<file path="config.mk">
export PLATFORM = sky130hd
export DESIGN_NAME = asrm_bus_arbiter
export DESIGN_NICKNAME = d
export VERILOG_FILES = /design/src/rtl/asrm_bus_arbiter_pkg.sv /design/src/rtl/asrm_rr_pick.sv /design/src/rtl/asrm_bus_arbiter.sv
export SDC_FILE = /design/constraint.sdc
export NUM_CORES = 1
export LEC_CHECK = 0
export ABC_AREA = 1
export CORE_MARGIN = 1.5
export CORE_UTILIZATION = 35
export CTS_BUF_LIST = sky130_fd_sc_hd__clkbuf_8 sky130_fd_sc_hd__clkbuf_16
export DETAILED_ROUTE_END_ITERATION = 16
export GPL_TIMING_DRIVEN = 1
export HOLD_SLACK_MARGIN = 0.15
export PLACE_DENSITY = 0.79
export SYNTH_ARGS = -nofsm -noshare
export SYNTH_HDL_FRONTEND = slang
export SYNTH_SLANG_ARGS = --single-unit
export TNS_END_PERCENT = 5
</file>
<file path="constraint.sdc">
create_clock -name clk -period 1.15 [get_ports clk]
set_input_delay 0.2875 -clock clk [delete_from_list [all_inputs] [get_ports clk]]
set_output_delay 0.2875 -clock clk [all_outputs]
set_load 0.05 [all_outputs]
</file>
<file path="src/rtl/asrm_bus_arbiter_pkg.sv">
// Shared definitions for the two-master bus arbiter: FSM states, master indices,
// and the owner reset value.
package asrm_bus_arbiter_pkg;

  typedef enum logic [1:0] {
    ARB_IDLE   = 2'd0,
    ARB_ACCESS = 2'd1,
    ARB_DONE   = 2'd2
  } arb_state_t;

  localparam logic ARB_M0 = 1'b0;
  localparam logic ARB_M1 = 1'b1;

  // Owner comes out of reset as m1 so that m0 wins the first tie.
  localparam logic ARB_OWNER_RST = ARB_M1;

endpackage

</file>
<file path="src/rtl/asrm_rr_pick.sv">
// Combinational 2-way round-robin chooser.
// With lock_valid set, only the request of 'last' is eligible.
module asrm_rr_pick
  import asrm_bus_arbiter_pkg::*;
(
  input  logic [1:0] req,
  input  logic       last,
  input  logic       lock_valid,
  output logic [1:0] grant,
  output logic       gidx
);

  logic [1:0] elig;

  // Mask requests under lock, then favour the master that did not win last time.
  always_comb begin
    elig = req;
    if (lock_valid) begin
      elig = (last == ARB_M1) ? (req & 2'b10) : (req & 2'b01);
    end
    gidx = last;
    if (elig == 2'b11) begin
      gidx = ~last;
    end else if (elig[1]) begin
      gidx = ARB_M1;
    end else if (elig[0]) begin
      gidx = ARB_M0;
    end
    grant = '0;
    if (elig != 2'b00) begin
      grant = (gidx == ARB_M1) ? 2'b10 : 2'b01;
    end
  end

endmodule

</file>
<file path="src/rtl/asrm_bus_arbiter.sv">
// Two-master round-robin arbiter for a single fixed-latency RAM port.
// One transaction at a time: IDLE -> ACCESS (ram_latency cycles) -> DONE -> IDLE.
// Optional macro ASRM_ARB_LOCK_EN adds m0_lock/m1_lock to hold the bus for the owner.
module asrm_bus_arbiter
  import asrm_bus_arbiter_pkg::*;
#(
  parameter int unsigned wordsize    = 16,
  parameter int unsigned ram_latency = 1
) (
  input  logic                clk,
  input  logic                reset,
  input  logic                m0_req,
  input  logic                m0_we,
  input  logic [wordsize-1:0] m0_addr,
  input  logic [wordsize-1:0] m0_wdata,
  input  logic                m1_req,
  input  logic                m1_we,
  input  logic [wordsize-1:0] m1_addr,
  input  logic [wordsize-1:0] m1_wdata,
`ifdef ASRM_ARB_LOCK_EN
  input  logic                m0_lock,
  input  logic                m1_lock,
`endif
  output logic                m0_ack,
  output logic [wordsize-1:0] m0_rdata,
  output logic                m1_ack,
  output logic [wordsize-1:0] m1_rdata,
  output logic [wordsize-1:0] mem_addr,
  output logic [wordsize-1:0] mem_data_out,
  output logic                mem_write_en,
  input  logic [wordsize-1:0] mem_data_in,
  output logic                busy,
  output logic                owner
);

  localparam int unsigned CW = (ram_latency > 1) ? $clog2(ram_latency) : 1;

  if (ram_latency < 1) begin : g_bad_latency
    $error("asrm_bus_arbiter: ram_latency must be >= 1");
  end

  arb_state_t          state, state_next;
  logic [CW-1:0]       cnt;
  logic                lat_we;
  logic [wordsize-1:0] cap_q;
  logic                owner_q;
  logic [1:0]          grant;
  logic                gidx;
  logic                grant_any;
  logic                lock_valid;
  logic                done;

`ifdef ASRM_ARB_LOCK_EN
  logic lat_lock;
  logic locked_q;
  assign lock_valid = locked_q;
`else
  assign lock_valid = 1'b0;
`endif

  asrm_rr_pick u_pick (
    .req        ({m1_req, m0_req}),
    .last       (owner_q),
    .lock_valid (lock_valid),
    .grant      (grant),
    .gidx       (gidx)
  );

  assign grant_any = |grant;

  // Next-state: arbitration only in IDLE, counter decides the end of ACCESS.
  always_comb begin
    state_next = state;
    unique case (state)
      ARB_IDLE:   if (grant_any) state_next = ARB_ACCESS;
      ARB_ACCESS: if (cnt == '0) state_next = ARB_DONE;
      ARB_DONE:   state_next = ARB_IDLE;
      default:    state_next = ARB_IDLE;
    endcase
  end

  // Output decode from registered state; rdata is zero for writes and non-owners.
  always_comb begin
    done         = (state == ARB_DONE);
    busy         = (state != ARB_IDLE);
    mem_write_en = (state == ARB_ACCESS) && lat_we;
    m0_ack       = done && (owner_q == ARB_M0);
    m1_ack       = done && (owner_q == ARB_M1);
    m0_rdata     = (m0_ack && !lat_we) ? cap_q : '0;
    m1_rdata     = (m1_ack && !lat_we) ? cap_q : '0;
    owner        = owner_q;
  end

  // State, latched transaction, latency counter and read capture.
  always_ff @(posedge clk) begin
    if (reset) begin
      state        <= ARB_IDLE;
      owner_q      <= ARB_OWNER_RST;
      lat_we       <= 1'b0;
      cnt          <= '0;
      cap_q        <= '0;
      mem_addr     <= '0;
      mem_data_out <= '0;
`ifdef ASRM_ARB_LOCK_EN
      lat_lock     <= 1'b0;
      locked_q     <= 1'b0;
`endif
    end else begin
      state <= state_next;
      unique case (state)
        ARB_IDLE: begin
          if (grant_any) begin
            owner_q      <= gidx;
            lat_we       <= (gidx == ARB_M1) ? m1_we    : m0_we;
            mem_addr     <= (gidx == ARB_M1) ? m1_addr  : m0_addr;
            mem_data_out <= (gidx == ARB_M1) ? m1_wdata : m0_wdata;
            cnt          <= CW'(ram_latency - 1);
`ifdef ASRM_ARB_LOCK_EN
            lat_lock     <= (gidx == ARB_M1) ? m1_lock  : m0_lock;
`endif
          end
        end
        ARB_ACCESS: begin
          if (cnt == '0) begin
            if (!lat_we) cap_q <= mem_data_in;
          end else begin
            cnt <= cnt - CW'(1);
          end
        end
        ARB_DONE: begin
`ifdef ASRM_ARB_LOCK_EN
          // Lock state only changes when a transaction completes.
          locked_q <= lat_lock;
`endif
        end
        default: ;
      endcase
    end
  end

endmodule

</file>
==> results.ini, run 1 <==
[run_status]
status=complete, but fails checks
violations=negative setup slack

[die]
io_pins=155
die-area_um2=8570
start_util=0.362
die_w_um=92.6
num_rows=32
core_area_um2=7770
die_y_um=92.6

[cts]
cts_tree=built
path_clk_slew_ns=0.09
clock_path_buffers=2
clock_latency_ns=0.30
cts_buffers=5
cts_root_buf=clkbuf_8
clock_sinks=52
cts-hold-fix-buffers=0
htreeDepth=2

[power]
seqPwrFrac=0.345
p_per_area_nw_per_um2=1090
p_sw_uw=2320
leakagePower_uw=0.00268
internal_power_uw=4120
p_sw_frac=0.360
irDropWorstVdd_mv=0.573
clkPwrFrac=0.198
combPwrFrac=0.457

[setup_path]
critPathRequiredTime_ns=0.86
critPathSlowestCell=dfxtp_2
critPathTopFamily=simple AND/OR/NAND/NOR gates
crit_top_cell=buf_12
crit_chain=inv_4 > nor3_4 > nand2_4 > buf_12 > nor2_4 > buf_12
worstPathArrival_ns=1.49
start_kind=register
crit_fanout=16
crit_path_end_kind=primary output
cpPeakStageDelay_ns=0.37
cp_num_buf_inv=3
path_class=register to primary output

[layout]
final_area_um2=5910
fill_cells=508
multi_input_area_um2=1560
seq_area_um2=1080
final_nets=704
antennaDiodeCount=0
drive_gt1_frac=0.309
area_delta_synth_final_pct=110
instances_no_fill=721

[placement]
gp_congestion=0.800
post_dp_cell_area_um2=5590
pre_cts_slack_ns=-0.408
port_buffers=154
dp_cells=709
dp_hpwl_um=7810

[yosys]
synthTopCellsByArea=dfxtp_1, nand3_1, inv_1
ys.flop_type=dfxtp_1
synth_seq_area_share=0.371
synth_seq_cells=52
synthesis.instances=451
synth.distinct_cells=18
ys_warn_count=0
synth_top_area_cell=dfxtp_1
syn-num-nets=537
syn_avg_cell_area_um2=6.23
yosysMostFrequentCell=nand3_1
ys_async_sr_fraction=0
synth_edf_count=0
synth_common_cells=nand3_1, inv_1, nand2_1, nor2_1, dfxtp_1
synth_top_area_share=0.371
syn_area_um2=2810

[timing]
tns_ns=-24.54
worstMarginPinSlew_ns=0.236
max_freq_mhz=562
setup_slack_ns=-0.628
hold_viol=0
setup_viol=71
worst_hold_slack_ns=0.559
worst_slew_margin_rel=0.842
fin_crit_ns=1.78
grt_setup_unrepaired=true
fin_crit_sh=1.55
finalMaxSlewViolations=0
skew_ns=0.00860

[route]
drt_iter0_markers=159
drc_errors=0
wire_per_inst_um=14.7
num_vias=3505
wl_um=10600
detail-route-antenna-nets=0
firstDrtPassIters=4
via_per_inst=4.86

[global_routing]
antenna_found_initial=0
grt_max_degree=33
grt-ovfl-total=0
grt_first_pass_wirelength_um=16700
grt_pass1_vias=3500
grt_use_total=0.242

[min_path]
min_path_type=register to register

[job]
maxCapViolCount=0

==> final timing paths <==
check | to | slack (ns) | startpoint | cells past startpoint
setup reg to reg | mem_data_out[0] | -0.15 | state[0] | 7
setup / recovery | m1_rdata[5] | -0.63 | state[1] | 6
hold reg to reg | mem_data_out[9] | 0.56 | mem_data_out[9] | 4
hold / removal | mem_data_out[9] | 0.56 | mem_data_out[9] | 4
==> per-stage QoR <==
step | util | power, uW
final | 0.761 | 6440
after detailed placement | 0.720 | 5070
after global routing | 0.761 | 6770
after CTS | 0.751 | 6420
after global placement | 0.720 | 4980
after floorplan | - | 3610
==> worst register-to-register path, cell delays in order, from the launching register on <==
cell and delay, ns:
dfxtp_2 0.36, buf_4 0.16, nor2_1 0.14, nand2_2 0.11, buf_4 0.19, a21oi_1 0.16
nand2_1 0.07, inv_1 0.05
==> placed cells by master (no fill, tap or decap), drive strengths merged, types with 2 or more instances in the layout <==
cell type	count
buf	103
nand3	102
inv	87
clkdlybuf4s50	85
nand2	76
nor2	70
dfxtp	52
a21oi	33
clkbuf	8
nor3	2
==> layer usage <==
layer  track usage  wire length [um]  up-vias
met1         0.272              4130     1606
met3        0.0484               782       16
met4        0.0590               171        0
met2         0.461              5550      164
li1              -                 -     1719
met5             0                 0        -
==> registers in the layout, summed over array words and instances, names as in the netlist <==
signal	flops
state	2
owner	1
cap_q	16
mem_addr	16
mem_data_out	16
lat_we	1
==> timing repair <==
item / 4_1_cts / 5_1_grt
gates resized for setup: 32 / 28
endpoints found under the setup margin: 98 / 106
pin swaps: 4 / 1
endpoints found under the hold margin: 0 / 0
setup buffers: 3 / 1
==> cells by family after synthesis <==
group	Yosys count	synth area share
simple gates	250	0.402
flops	52	0.371
compound gates	33	0.0588
buf+inv	116	0.168
==> power groups by stage <==
stage,logic [uW],clock network (uW),registers (uW)
CTS,2890,1330,2210
finish,2940,1280,2230
global placement,2750,0,2230
detailed placement,2830,0,2240
floorplan,954,0,2660
global route,3130,1390,2250
==> layout make-up <==
cell class / count / area share
clock buffer: 8 / 0.0205
timing repair buffer: 188 / 0.454
tap: 102 / 0.0216
multi-input combinational: 283 / 0.264
inverter: 88 / 0.0567
sequential: 52 / 0.183
Power figures use the tool's default switching activity.
==> run 2, diff against run 1 <==
--- a/config.mk
+++ b/config.mk
@@ -13,6 +13,7 @@
 export GPL_TIMING_DRIVEN = 1
 export HOLD_SLACK_MARGIN = 0.15
 export PLACE_DENSITY = 0.79
+export REMOVE_ABC_BUFFERS = 1
 export SYNTH_ARGS = -nofsm -noshare
 export SYNTH_HDL_FRONTEND = slang
 export SYNTH_SLANG_ARGS = --single-unit
==> results.ini, run 2 (synthesized netlist as in run 1, its figures left out) <==
[route]
wl_um=9690  ; -8.9%
num_vias=3412  ; -2.7%
firstDrtPassIters=5  ; +1
drc_errors=0  ; unchanged
detail-route-antenna-nets=0  ; unchanged
via_per_inst=4.77  ; -2.0%
drt_iter0_markers=138  ; -13%
wire_per_inst_um=13.5  ; -8.2%

[layout]
final_nets=699  ; -0.71%
drive_gt1_frac=0.303  ; -0.00563
seq_area_um2=1090  ; +0.69%
multi_input_area_um2=1530  ; -2.2%
instances_no_fill=716  ; -0.69%
fill_cells=507  ; -0.20%
area_delta_synth_final_pct=106
layout_common_cells=nand3_1, inv_1, clkdlybuf4s50_1
antennaDiodeCount=0  ; unchanged
largest_registers=cap_q (16), mem_addr (16), mem_data_out (16)
final_common_cell=nand3_1

[global_routing]
grt_max_degree=36  ; +9.1%
grt_pass1_vias=3184  ; -9.0%
grt_first_pass_wirelength_um=15000  ; -10%
grt_use_total=0.221  ; -0.0214
grt-ovfl-total=0  ; unchanged
antenna_found_initial=0  ; unchanged

[timing]
hold_viol=0  ; unchanged
worstMarginPinSlew_ns=0.244  ; +0.00753 ns
finalMaxSlewViolations=0  ; unchanged
setup_slack_ns=-0.630  ; -0.00230 ns
fin_crit_sh=1.55  ; +0.00200
skew_ns=0.00801  ; -0.000594 ns
fin_crit_ns=1.78  ; +0.00230 ns
max_freq_mhz=562  ; -0.13%
setup_viol=71  ; unchanged
grt_setup_unrepaired=true
worst_slew_margin_rel=0.837  ; -0.00503

[cts]
cts_root_buf=clkbuf_8
htreeDepth=2  ; unchanged
cts-hold-fix-buffers=0  ; unchanged
clock_path_buffers=2  ; unchanged
cts_buffers=5  ; unchanged
path_clk_slew_ns=0.10  ; about the same
clock_latency_ns=0.30  ; about the same
clock_sinks=52  ; unchanged
cts_tree=built

[setup_path]
critPathRequiredTime_ns=0.86  ; about the same
crit_path_end_kind=primary output
critPathTopFamily=simple AND/OR/NAND/NOR gates
crit_fanout=8  ; -8
crit_chain=inv_4 > nor3_4 > buf_4 > nand2_8 > nor2_2 > buf_12
path_class=register to primary output
cpPeakStageDelay_ns=0.36  ; about the same
critPathSlowestCell=dfxtp_2
worstPathArrival_ns=1.49  ; about the same
reg2reg_depth=8  ; +1
cp_num_buf_inv=3  ; unchanged
path_depth=6  ; unchanged
start_kind=register

[die]
io_pins=155  ; unchanged
die-area_um2=8570  ; unchanged
start_util=0.362  ; unchanged
core_area_um2=7770  ; unchanged
num_rows=32  ; unchanged
die_w_um=92.6  ; unchanged
die_y_um=92.6  ; unchanged

[min_path]
hold_depth=4  ; unchanged
min_path_type=register to register

[power]
irDropWorstVdd_mv=0.522  ; -8.9%
power.total_uw=6160  ; -4.5%
leakagePower_uw=0.00265  ; -1.2%
p_per_area_nw_per_um2=1060  ; -2.6%

[placement]
dp_cells=704  ; -0.71%
pre_cts_slack_ns=-0.448  ; -0.0404 ns
port_buffers=154  ; unchanged
dp_hpwl_um=7200  ; -7.8%
gp_congestion=0.759  ; -5.1%

[job]
maxCapViolCount=0  ; unchanged

[run_status]
status=complete, but fails checks
violations=negative setup slack

==> run 2: changes by cell type in the layout (fill, tap and decap cells not counted), sizes merged <==
cell / change
nand2: +1
inv: +1
clkbuf: -2
buf: -6
clkdlybuf4s50: -2
clkinvlp: +1
dlymetal6s2s: +2
==> run 2: worst register-to-register path, cell delays in order (launching register included) <==
cell     delay (ns)
dfxtp_2        0.37
buf_4          0.16
inv_1          0.07
nand2_2        0.08
nor2_4         0.15
buf_12         0.17
nand3_1        0.10
nand2_1        0.07
inv_1          0.03
==> run 2: power breakdown <==
| part | internal [uW] | total, uW | switching [uW] | leakage (uW) |
|---|---|---|---|---|
| clock | 481 | 1070 | 586 | 0.0000486 |
| sequential | 2050 | 2230 | 184 | 0.000441 |
| combinational | 1360 | 2860 | 1490 | 0.00216 |
==> run 2: per-layer routing <==
metal	share of wire	track usage	up-vias	wire [um]
li1	-	-	1708	-
met1	0.38	0.237	1514	3680
met2	0.51	0.409	174	4970
met3	0.088	0.0681	16	849
met4	0.020	0.0667	0	194
met5	0	0	-	0
==> run 2: timing repair <==
action / 4_1_cts / 5_1_grt
gates resized for setup: 49 / 51
pin swaps: 2 / 2
setup buffers: 0 / 3
cloned: 0 / 1
setup endpoints to repair: 79 / 116
==> run 2: metrics by stage <==
step                hold slack, ns  TNS, ns  utilization  area, um^2
floorplan                    0.360   -76.66            -        2670
global route                 0.552   -29.72        0.746        5800
global placement             0.528   -26.47        0.692        5380
CTS                          0.549   -25.12        0.724        5630
detailed placement           0.549   -28.55        0.692        5380
finish                       0.556   -24.22        0.746        5800
==> run 2: worst paths after layout <==
kind | start | to | slack [ns]
worst max-delay path | state[1] | m0_rdata[5] | -0.63
worst max register to register | state[0] | mem_data_out[7] | -0.14
worst min register to register | mem_data_out[15] | mem_data_out[15] | 0.56
worst min-delay path | mem_data_out[15] | mem_data_out[15] | 0.56
==> run 2: layout make-up <==
cell class | count | share of cell area
Multi-Input combinational cell | 284 | 0.263
Inverter | 88 | 0.0583
Tap cell | 102 | 0.0220
Clock buffer | 6 | 0.0142
Timing Repair Buffer | 182 | 0.453
Sequential cell | 52 | 0.188
Clock inverter | 2 | 0.00194
==> run 3, diff against run 2 <==
--- a/config.mk
+++ b/config.mk
@@ -7,12 +7,12 @@
 export LEC_CHECK = 0
 export ABC_AREA = 1
 export CORE_MARGIN = 1.5
-export CORE_UTILIZATION = 35
+export CORE_UTILIZATION = 25
 export CTS_BUF_LIST = sky130_fd_sc_hd__clkbuf_8 sky130_fd_sc_hd__clkbuf_16
 export DETAILED_ROUTE_END_ITERATION = 16
 export GPL_TIMING_DRIVEN = 1
 export HOLD_SLACK_MARGIN = 0.15
-export PLACE_DENSITY = 0.79
+export PLACE_DENSITY = 0.6
 export REMOVE_ABC_BUFFERS = 1
 export SYNTH_ARGS = -nofsm -noshare
 export SYNTH_HDL_FRONTEND = slang
==> constraint.sdc (replaced) <==
create_clock -name clk -period 1.15 [get_ports clk]
set_input_delay 0.2875 -clock clk [delete_from_list [all_inputs] [get_ports clk]]
set_output_delay 0.2875 -clock clk [all_outputs]
set_load 0.005 [all_outputs]
==> results.ini, run 3 (synthesized netlist as in run 1, its figures left out) <==
[placement]
dp_hpwl_um=7220  ; +0.29%
gp_congestion=0.745  ; -1.9%
port_buffers=154  ; unchanged

[timing]
max_freq_mhz=573  ; +1.9%
fin_crit_sh=1.52  ; -0.0295
skew_ns=0.00587  ; -0.00214 ns
setup_slack_ns=-0.596  ; +0.0339 ns
hold_viol=0  ; unchanged
grt_setup_unrepaired=true
setup_viol=73  ; +2.8%
fin_crit_ns=1.75  ; -0.0339 ns
worst_hold_slack_ns=0.532  ; -0.0237 ns
finalMaxSlewViolations=0  ; unchanged
worst_slew_margin_rel=0.839  ; +0.00193
worstMarginPinSlew_ns=0.241  ; -0.00289 ns

[layout]
antennaDiodeCount=0  ; unchanged
largest_registers=cap_q (16), mem_addr (16), mem_data_out (16)
layout_common_cells=nand3_1, clkdlybuf4s50_1, inv_1
drive_gt1_frac=0.316  ; +0.0131
final_common_cell=nand3_1
final_nets=721  ; +3.1%
area_delta_synth_final_pct=74.9

[route]
drc_errors=0  ; unchanged
wire_per_inst_um=12.7  ; -6.0%
wl_um=9870  ; +1.9%
via_per_inst=4.40  ; -7.7%
detail-route-antenna-nets=0  ; unchanged
firstDrtPassIters=4  ; -1
num_vias=3413  ; +0.029%
drt_iter0_markers=134  ; -2.9%

[setup_path]
path_class=register to primary output
cpPeakStageDelay_ns=0.38  ; +0.02 ns
crit_path_end_kind=primary output
rrSetupSlack_ns=-0.20  ; -0.06 ns
start_kind=register
crit_top_cell=buf_6
path_depth=6  ; unchanged
critPathSlowestCell=dfxtp_4
cp_num_buf_inv=3  ; unchanged
r2r_start=state[0]
cp-startpoint=owner
critPathRequiredTime_ns=0.86  ; about the same
timing.rr.end=mem_addr[5]
critPathTopFamily=simple AND/OR/NAND/NOR gates
reg2reg_depth=9  ; +1
worstPathArrival_ns=1.46  ; -0.03 ns
crit_fanout=8  ; unchanged
setup.worst_path.end=m0_rdata[9]
crit_chain=nor3_4 > buf_6 > buf_6 > nand2_8 > nor2_1 > buf_2

[global_routing]
grt_use_total=0.162  ; -0.0585
antenna_found_initial=0  ; unchanged
grt_first_pass_wirelength_um=15100  ; +0.59%
grt_max_degree=33  ; -8.3%
grt_pass1_vias=3232  ; +1.5%
grt-ovfl-total=0  ; unchanged

[cts]
path_clk_slew_ns=0.10  ; about the same
cts_root_buf=clkbuf_8
cts_tree=built
clock_sinks=52  ; unchanged
cts_buffers=5  ; unchanged
htreeDepth=2  ; unchanged
clock_latency_ns=0.30  ; about the same
clock_path_buffers=2  ; unchanged

[die]
die_w_um=109  ; +18%
core_area_um2=10900  ; +40%
num_rows=38  ; +19%
io_pins=155  ; unchanged
die-area_um2=11900  ; +39%
start_util=0.258  ; -0.104
die_y_um=109  ; +18%

[power]
p_per_area_nw_per_um2=1030  ; -3.0%
leakagePower_uw=0.00250  ; -5.5%
power.total_uw=5060  ; -18%
irDropWorstVdd_mv=0.491  ; -6.0%

[min_path]
min_path_type=register to register

[job]
maxCapViolCount=0  ; unchanged

[run_status]
violations=negative setup slack
status=complete, but fails checks

[run 3: cell types whose count changed in the layout (fill, tap and decap cells not counted), sizes merged]
cell	previous run	this run
clkbuf	6	18
clkinv	1	3
inv	88	87
clkdlybuf4s50	83	85
dlymetal6s2s	2	0
clkinvlp	1	0
buf	97	104
dlygate4sd2	0	3
[run 3: final cells by class]
| cell class | instances | area (um^2) |
|---|---|---|
| Fill cell | 1137 | 5980 |
| Timing Repair Buffer | 204 | 1800 |
| Multi-Input combinational cell | 284 | 1420 |
| Sequential cell | 52 | 1090 |
| Inverter | 88 | 338 |
| Tap cell | 140 | 175 |
| Clock buffer | 6 | 82.6 |
| Clock inverter | 2 | 10.0 |
[run 3: what timing repair did]
| item | 4_1_cts | 5_1_grt |
|---|---|---|
| hold buffers | 0 | 0 |
| setup buffers | 12 | 2 |
| gates resized for setup | 290 | 49 |
| cloned | 1 | 0 |
| pin swaps | 13 | 2 |
| endpoints found under the setup margin | 106 | 110 |
[run 3: per-layer routing]
| metal | GRT usage | wire (um) | part of all wire | up-vias |
|---|---|---|---|---|
| met2 | 0.305 | 4910 | 0.50 | 119 |
| met3 | 0.0490 | 919 | 0.093 | 4 |
| met1 | 0.178 | 4000 | 0.41 | 1540 |
| met4 | 0.0320 | 44 | 0.0045 | 0 |
| li1 | - | - | - | 1750 |
| met5 | 0 | 0 | 0 | - |
[run 3: worst min-delay path: stages (launching register included)]
cell and delay (ns):
dfxtp_2 0.33, inv_1 0.04, a21oi_1 0.05, nand2_1 0.06
inv_1 0.03
[run 3: how the worst min path moves through the flow]
stage,cells after the start,endpoint,start
floorplan,1,state[0],reset
global placement,4,mem_data_out[10],mem_data_out[10]
detailed placement,4,mem_addr[12],mem_addr[12]
CTS,4,mem_addr[12],mem_addr[12]
global route,4,mem_addr[12],mem_addr[12]
finish,4,mem_data_out[12],mem_data_out[12]
[run 3: through the flow]
step                      area, um^2  setup TNS, ns  worst slack [ns]  utilization  instances
after floorplan                 2670         -18.10            -0.289            -        423
after global placement          4790         -35.74            -0.580        0.440        753
after detailed placement        4790         -38.48            -0.663        0.440        753
after CTS                       4930         -24.31            -0.600        0.453        774
after global routing            4910         -29.29            -0.671        0.451        776
final                           4910         -24.48            -0.596        0.451        776
[run 3: power breakdown]
group / internal, uW / leakage [uW] / switching (uW)
clock network: 482 / 0.0000510 / 607
logic: 929 / 0.00201 / 898
registers: 2040 / 0.000440 / 103
